## src/rtl/bus_responder85.sv

```systemverilog
`default_nettype none
// ============================================================================
// Module   : bus_responder85
// Purpose  : Peripheral-side responder for the 8085 multiplexed bus. Latches
//            the low address on ALE and decodes a 2^ADDR_BITS-byte register
//            window in I/O or memory space. It stretches hit cycles with
//            WAIT_CYCLES wait states by pulling READY low. Reads are served
//            from an internal register file. Writes commit when WR_ rises.
//            A local port gives the device logic read/write access to the
//            same registers.
// Ports    : clk, rst            clock, async active-high reset
//            ale, ad, a_hi, iom_ bus address phase (ad doubles as write data)
//            rd_, wr_            active-low bus strobes
//            ready               0 = stretch the current bus cycle
//            dout, dout_oe       registered read data and its drive enable
//            loc_addr, loc_we,   local register write port
//            loc_wdata
//            loc_rdata           combinational read of reg[loc_addr]
// Revision : 1.0 - initial release
// ============================================================================
module bus_responder85 #(
  parameter int          DATASIZE    = 8,
  parameter int          ADDR_BITS   = 3,
  parameter logic [15:0] BASE_ADDR   = 16'h0040,
  parameter bit          IO_SPACE    = 1'b1,
  parameter int          WAIT_CYCLES = 1
) (
  input  logic                 clk,
  input  logic                 rst,
  input  logic                 ale,
  input  logic [DATASIZE-1:0]  ad,
  input  logic [7:0]           a_hi,
  input  logic                 iom_,
  input  logic                 rd_,
  input  logic                 wr_,
  output logic                 ready,
  output logic [DATASIZE-1:0]  dout,
  output logic                 dout_oe,
  input  logic [ADDR_BITS-1:0] loc_addr,
  input  logic                 loc_we,
  input  logic [DATASIZE-1:0]  loc_wdata,
  output logic [DATASIZE-1:0]  loc_rdata
);

  localparam int         NREGS    = 1 << ADDR_BITS;
  // Wait counter start value; only meaningful when WAIT_CYCLES > 1.
  localparam logic [3:0] CNT_LOAD = 4'(WAIT_CYCLES - 1);

  typedef enum logic [1:0] {
    IDLE = 2'd0,
    ADDR = 2'd1,
    WAIT = 2'd2,
    XFER = 2'd3
  } state_t;

  state_t                 state;
  logic [ADDR_BITS-1:0]   idx;      // latched register index within window
  logic                   is_read;  // direction of the access in progress
  logic [3:0]             cnt;
  logic [DATASIZE-1:0]    wdata;
  logic [DATASIZE-1:0]    regs [NREGS];

  // --------------------------------------------------------------------------
  // Address decode (evaluated on the cycle ALE is sampled)
  // --------------------------------------------------------------------------
  logic [15:0] bus_addr;
  logic        io_hit;
  logic        mem_hit;
  logic        hit;

  assign bus_addr = {a_hi, ad[7:0]};
  assign io_hit   = iom_ && (bus_addr[7:ADDR_BITS] == BASE_ADDR[7:ADDR_BITS]);
  assign mem_hit  = !iom_ && (bus_addr[15:ADDR_BITS] == BASE_ADDR[15:ADDR_BITS]);
  assign hit      = IO_SPACE ? io_hit : mem_hit;

  // Any strobe low starts an access; once the direction is recorded only the
  // strobe of that direction keeps the access alive.
  logic strobe_any;
  logic strobe_held;
  logic commit;

  assign strobe_any  = !rd_ || !wr_;
  assign strobe_held = is_read ? !rd_ : !wr_;
  assign commit      = (state == XFER) && !is_read && wr_;

  // --------------------------------------------------------------------------
  // Bus cycle state machine
  // --------------------------------------------------------------------------
  always_ff @(posedge clk or posedge rst) begin
    if (rst) begin
      state   <= IDLE;
      idx     <= '0;
      is_read <= 1'b0;
      cnt     <= 4'd0;
      wdata   <= '0;
      dout    <= '0;
      dout_oe <= 1'b0;
    end else begin
      case (state)
        IDLE: begin
          if (ale) begin
            idx <= ad[ADDR_BITS-1:0];
            if (hit) begin
              state <= ADDR;
            end
          end
        end

        ADDR: begin
          if (ale) begin
            // A fresh address phase before any strobe: decode it again and
            // drop out if the new address is not ours.
            idx <= ad[ADDR_BITS-1:0];
            if (!hit) begin
              state <= IDLE;
            end
          end else if (strobe_any) begin
            is_read <= !rd_;  // read wins if both strobes are low
            cnt     <= CNT_LOAD;
            // Capturing here too keeps wdata valid even if WR_ rises on the
            // very first XFER cycle.
            if (!wr_) begin
              wdata <= ad;
            end
            if (WAIT_CYCLES > 1) begin
              state <= WAIT;
            end else begin
              state <= XFER;
              if (!rd_) begin
                dout    <= regs[idx];
                dout_oe <= 1'b1;
              end
            end
          end
        end

        WAIT: begin
          if (!strobe_held) begin
            // Strobe released before the wait states expired: abort.
            state <= IDLE;
          end else begin
            if (!is_read) begin
              wdata <= ad;
            end
            cnt <= cnt - 4'd1;
            if (cnt == 4'd1) begin
              state <= XFER;
              if (is_read) begin
                dout    <= regs[idx];
                dout_oe <= 1'b1;
              end
            end
          end
        end

        XFER: begin
          if (is_read) begin
            if (rd_) begin
              dout_oe <= 1'b0;
              state   <= IDLE;
            end
          end else begin
            if (!wr_) begin
              wdata <= ad;
            end else begin
              state <= IDLE;
            end
          end
        end

        default: state <= IDLE;
      endcase
    end
  end

  // --------------------------------------------------------------------------
  // Register file: local writes first, so a same-cycle bus commit to the
  // same index overrides them.
  // --------------------------------------------------------------------------
  always_ff @(posedge clk or posedge rst) begin
    if (rst) begin
      for (int i = 0; i < NREGS; i++) begin
        regs[i] <= '0;
      end
    end else begin
      if (loc_we) begin
        regs[loc_addr] <= loc_wdata;
      end
      if (commit) begin
        regs[idx] <= wdata;
      end
    end
  end

  assign loc_rdata = regs[loc_addr];

  // READY falls as soon as a hit access sees its strobe, so the core samples
  // the stretch request in the same T-state.
  assign ready = !(((state == ADDR) && strobe_any && (WAIT_CYCLES > 0)) ||
                   (state == WAIT));

endmodule
`default_nettype wire

```

## config.mk

```make
export PLATFORM = sky130hd
export DESIGN_NAME = bus_responder85
export DESIGN_NICKNAME = d
export VERILOG_FILES = /design/src/rtl/bus_responder85.sv
export SDC_FILE = /design/constraint.sdc
export NUM_CORES = 1
export LEC_CHECK = 0
export BUFFER_PORTS_ARGS = -buffer_cell sky130_fd_sc_hd__buf_2
export CELL_PAD_IN_SITES_DETAIL_PLACEMENT = 0
export CELL_PAD_IN_SITES_GLOBAL_PLACEMENT = 1
export CORE_MARGIN = 4
export CORE_UTILIZATION = 35
export DETAILED_ROUTE_END_ITERATION = 10
export PLACE_DENSITY_LB_ADDON = 0.1
export SETUP_SLACK_MARGIN = 0.5
export SLEW_MARGIN = 20
export SYNTH_ARGS = -nofsm -noshare
export SYNTH_HDL_FRONTEND = slang
export SYNTH_SLANG_ARGS = --single-unit
```

## constraint.sdc

```tcl
create_clock -name clk -period 9.9 [get_ports clk]
set_clock_uncertainty 0.2 [all_clocks]
set_input_delay 1.98 -clock clk [delete_from_list [all_inputs] [get_ports clk]]
set_output_delay 1.98 -clock clk [all_outputs]
set_load 0.005 [all_outputs]
```

==> impl_metrics.py <==
metrics = {
    "run_status": {
        "status": "finished clean",
    },
    "min_path": {
        "worstHoldStart": "dout_oe",
        "worstHoldEndpoint": "dout_oe",
        "min_path_type": "reg2reg",
        "holdPathStages": 1,
    },
    "timing": {
        "tightest_slew_ns": 1.069,
        "fmax_mhz": 173.0,
        "relSlewSlack": 0.2838,
        "rsz0062_at_grt": "no",
        "finalSetupTns_ns": 0,
        "slew_violations": 0,
        "fin_crit_sh": 0.5839,
        "final_hold_viol_count": 0,
        "fin_crit_ns": 5.781,
        "setup_viol": 0,
    },
    "clock_network": {
        "cts_buffer_depth": 2,
        "cts_root_buf": "clkbuf_16",
        "cts_tree": "built",
        "cts_max_level": 3,
        "clk_latency_ns": 0.35,
        "cts_setup_buffers": 0,
        "cts_hold_buf": 0,
        "cts-resized-gates": 0,
        "cts.clk_slew.worst_paths_ns": 0.06,
        "cts.sinks": 91,
        "cts_made_buffers": 9,
    },
    "grt": {
        "grt_max_degree": 59,
        "grt_pass1_wl_microns": 23270,
        "grt_pass1_vias": 3822,
        "overflow": 0,
        "antenna_found_initial": 0,
        "grtUsageTotal": 0.1749,
    },
    "layout": {
        "final_area_sq_mm": 0.005939,
        "nFillCells": 1460,
        "multi_input_area_sq_mm": 0.002849,
        "seq_area_sq_mm": 0.002277,
        "nets": 532,
        "antennaDiodeCount": 0,
        "area_delta_synth_final_pct": 10.73,
        "drive_gt1_frac": 0.2500,
    },
    "power": {
        "power_density_mw_per_mm2": 265.1,
        "ir_drop_mv": 0.1495,
        "leakagePower_nw": 2.601,
    },
    "floorplan": {
        "die_area_sq_mm": 0.01737,
        "core_area_sq_mm": 0.01475,
        "chipWidth_microns": 131.8,
        "initial_core_util": 0.3636,
        "io_pins": 52,
        "die_h_microns": 131.8,
        "rows": 44,
    },
    "synthesis": {
        "ys_warn_count": 0,
        "synthArstFlopShare": 1.000,
        "syn_nets": 520,
        "synth_top_cells_by_area": "dfrtp_1 (42%), mux2i_1 (16%), mux4_2 (10%)",
        "synth_cells": 484,
        "synth_edf_count": 0,
        "postSynthAreaPerCell_sq_um": 11.08,
        "ys_seq_area_frac": 0.4245,
        "ys_types": 41,
        "yosysMostFrequentCell": "dfrtp_1",
        "yosysTopAreaCell": "dfrtp_1",
        "netlist_top_cells_count": "dfrtp_1 (91), mux2i_1 (85), nor2_1 (40)",
        "syn_area_sq_mm": 0.005364,
        "ys.flop_type": "dfrtp_1",
        "yosysTopAreaCellShare": 0.4245,
        "ys_ff_latch": 91,
    },
    "worst_setup_path": {
        "cp_slowest_stage_delay_ns": 0.61,
        "end_kind": "primary output",
        "arrival_ns": 3.60,
        "start_kind": "input pin",
        "critical-path-top-delay-family": "multiplexers",
        "reg2reg_from": "idx[2]",
        "critPathMaxFanout": 24,
        "cpMostUsedCell": "buf_2",
        "worstPathCellList": "buf_2 > mux4_2 > mux2_2 > buf_2",
        "slowest_stage": "mux4_2",
        "r2r_cells": 3,
        "path_class": "in2out",
        "rr_endpoint": "regs[12]",
        "critPathBufInv": 2,
        "required_ns": 7.72,
        "reg2reg_slack_ns": 7.19,
    },
    "detailed_routing": {
        "top_layer": "met4",
        "wl_microns": 14740,
        "first_iter_violations": 326,
        "ant_nets": 0,
        "avgViaCountPerCell": 5.485,
        "wl_met2_microns": 6996,
        "routed-via-count": 3752,
        "first_pass_iters": 4,
        "wl_per_cell_microns": 21.55,
        "routedLengthMet1_microns": 7023,
        "post-route-drc-count": 0,
        "wl_met3_microns": 616,
    },
    "placement": {
        "dp_hpwl_microns": 9552,
        "gp_congestion": 0.7650,
        "numPortBuffers": 43,
        "placed_area_sq_mm": 0.005632,
    },
    "job": {
        "cap_violations": 0,
    },
}
==> how the worst max path moves through the flow <==
stage	start	endpoint	slack [ns]	cells after the start
after floorplan	loc_addr[0]	loc_rdata[0]	4.50	4
after global placement	loc_addr[0]	loc_rdata[5]	4.11	4
after detailed placement	loc_addr[0]	loc_rdata[1]	4.10	4
after CTS	loc_addr[0]	loc_rdata[1]	4.10	4
after global routing	loc_addr[0]	loc_rdata[5]	4.03	4
final	loc_addr[0]	loc_rdata[1]	4.12	4
==> area by class of cell <==
type                       count  area share
inverter                       9    0.005898
clock buffer                  13     0.04382
timing repair buffer          48     0.04255
clock inverter                 2    0.005898
tap                          184     0.03876
sequential                    91      0.3834
multi-input combinational    337      0.4797
==> metrics by stage <==
step | std cells | util | power [W] | hold WS, ns | setup slack (ns)
6_report | 684 | 0.4026 | 0.001575 | 0.2963 | 4.119
5_1_grt | 684 | 0.4026 | 0.001681 | 0.3063 | 4.025
4_1_cts | 684 | 0.4017 | 0.001587 | 0.2964 | 4.099
3_5_place_dp | 669 | 0.3817 | 0.001225 | 0.2826 | 4.105
3_3_place_gp | 669 | 0.3817 | 0.001212 | 0.2786 | 4.107
2_1_floorplan | 484 | - | 0.001067 | 0.2740 | 4.499
==> cell usage in the layout, fill, tap and decap left out, types with 2 or more instances in the layout <==
master / synthesis / layout
dfrtp_1: 91 / 91
mux2i_1: 85 / 85
buf_2: 18 / 43
nor2_1: 40 / 40
nand2_1: 37 / 37
a21oi_1: 33 / 33
o21ai_0: 29 / 29
mux4_2: 24 / 24
mux2_2: 15 / 15
mux2_4: 12 / 12
o22ai_1: 10 / 10
clkbuf_16: 0 / 9
inv_1: 9 / 8
o21ai_1: 7 / 7
nand4b_1: 6 / 6
buf_4: 1 / 5
nand2b_1: 4 / 4
nand3_1: 4 / 4
nor3_1: 3 / 3
nor3_4: 1 / 3
a21oi_4: 2 / 2
nor4bb_2: 0 / 2
nor3_2: 4 / 2
nand4_1: 2 / 2
clkinv_2: 0 / 2
a21o_1: 2 / 2
xor2_1: 2 / 2
ha_1: 2 / 2
clkbuf_1: 14 / 2
clkbuf_8: 0 / 2
==> state kept, by name, summed over array words and instances (netlist names) <==
register  count
cnt           4
wdata         8
idx           3
is_read       1
regs         64
state         2
dout          8
dout_oe       1
==> cells by family (layout without fill, tap and decap cells) <==
kind of cell	after synthesis	in the layout	share of synthesized area
XOR/XNOR	2	2	0.003266
AO/OA/AOI/OAI	85	85	0.08747
adder cells (fa/ha/maj)	2	2	0.004665
flip-flops	91	91	0.4245
AND/OR/NAND/NOR	112	112	0.1054
buffers and inverters	56	72	0.05015
multiplexers	136	136	0.3245
==> worst register-to-register path: stages, from the launching register on <==
cell	delay, ns
dfrtp_1	0.83
nand2_1	0.39
nor3_2	0.89
o21ai_0	0.24
==> per-layer routing <==
layer	track usage	vias to the layer above
met3	0.03779	8
met5	0	-
met4	0.03851	0
met1	0.2461	1882
met2	0.2791	87
li1	-	1775
==> report_power, final <==
| group | leakage, nW | switching [W] | internal (W) |
|---|---|---|---|
| logic | 1.36 | 0.000229 | 0.000300 |
| clock network | 0.146 | 0.000146 | 0.000208 |
| registers | 1.09 | 0.000175 | 0.000517 |
| total | 2.60 | 0.000549 | 0.00103 |
(Power assumes the default switching activity.)
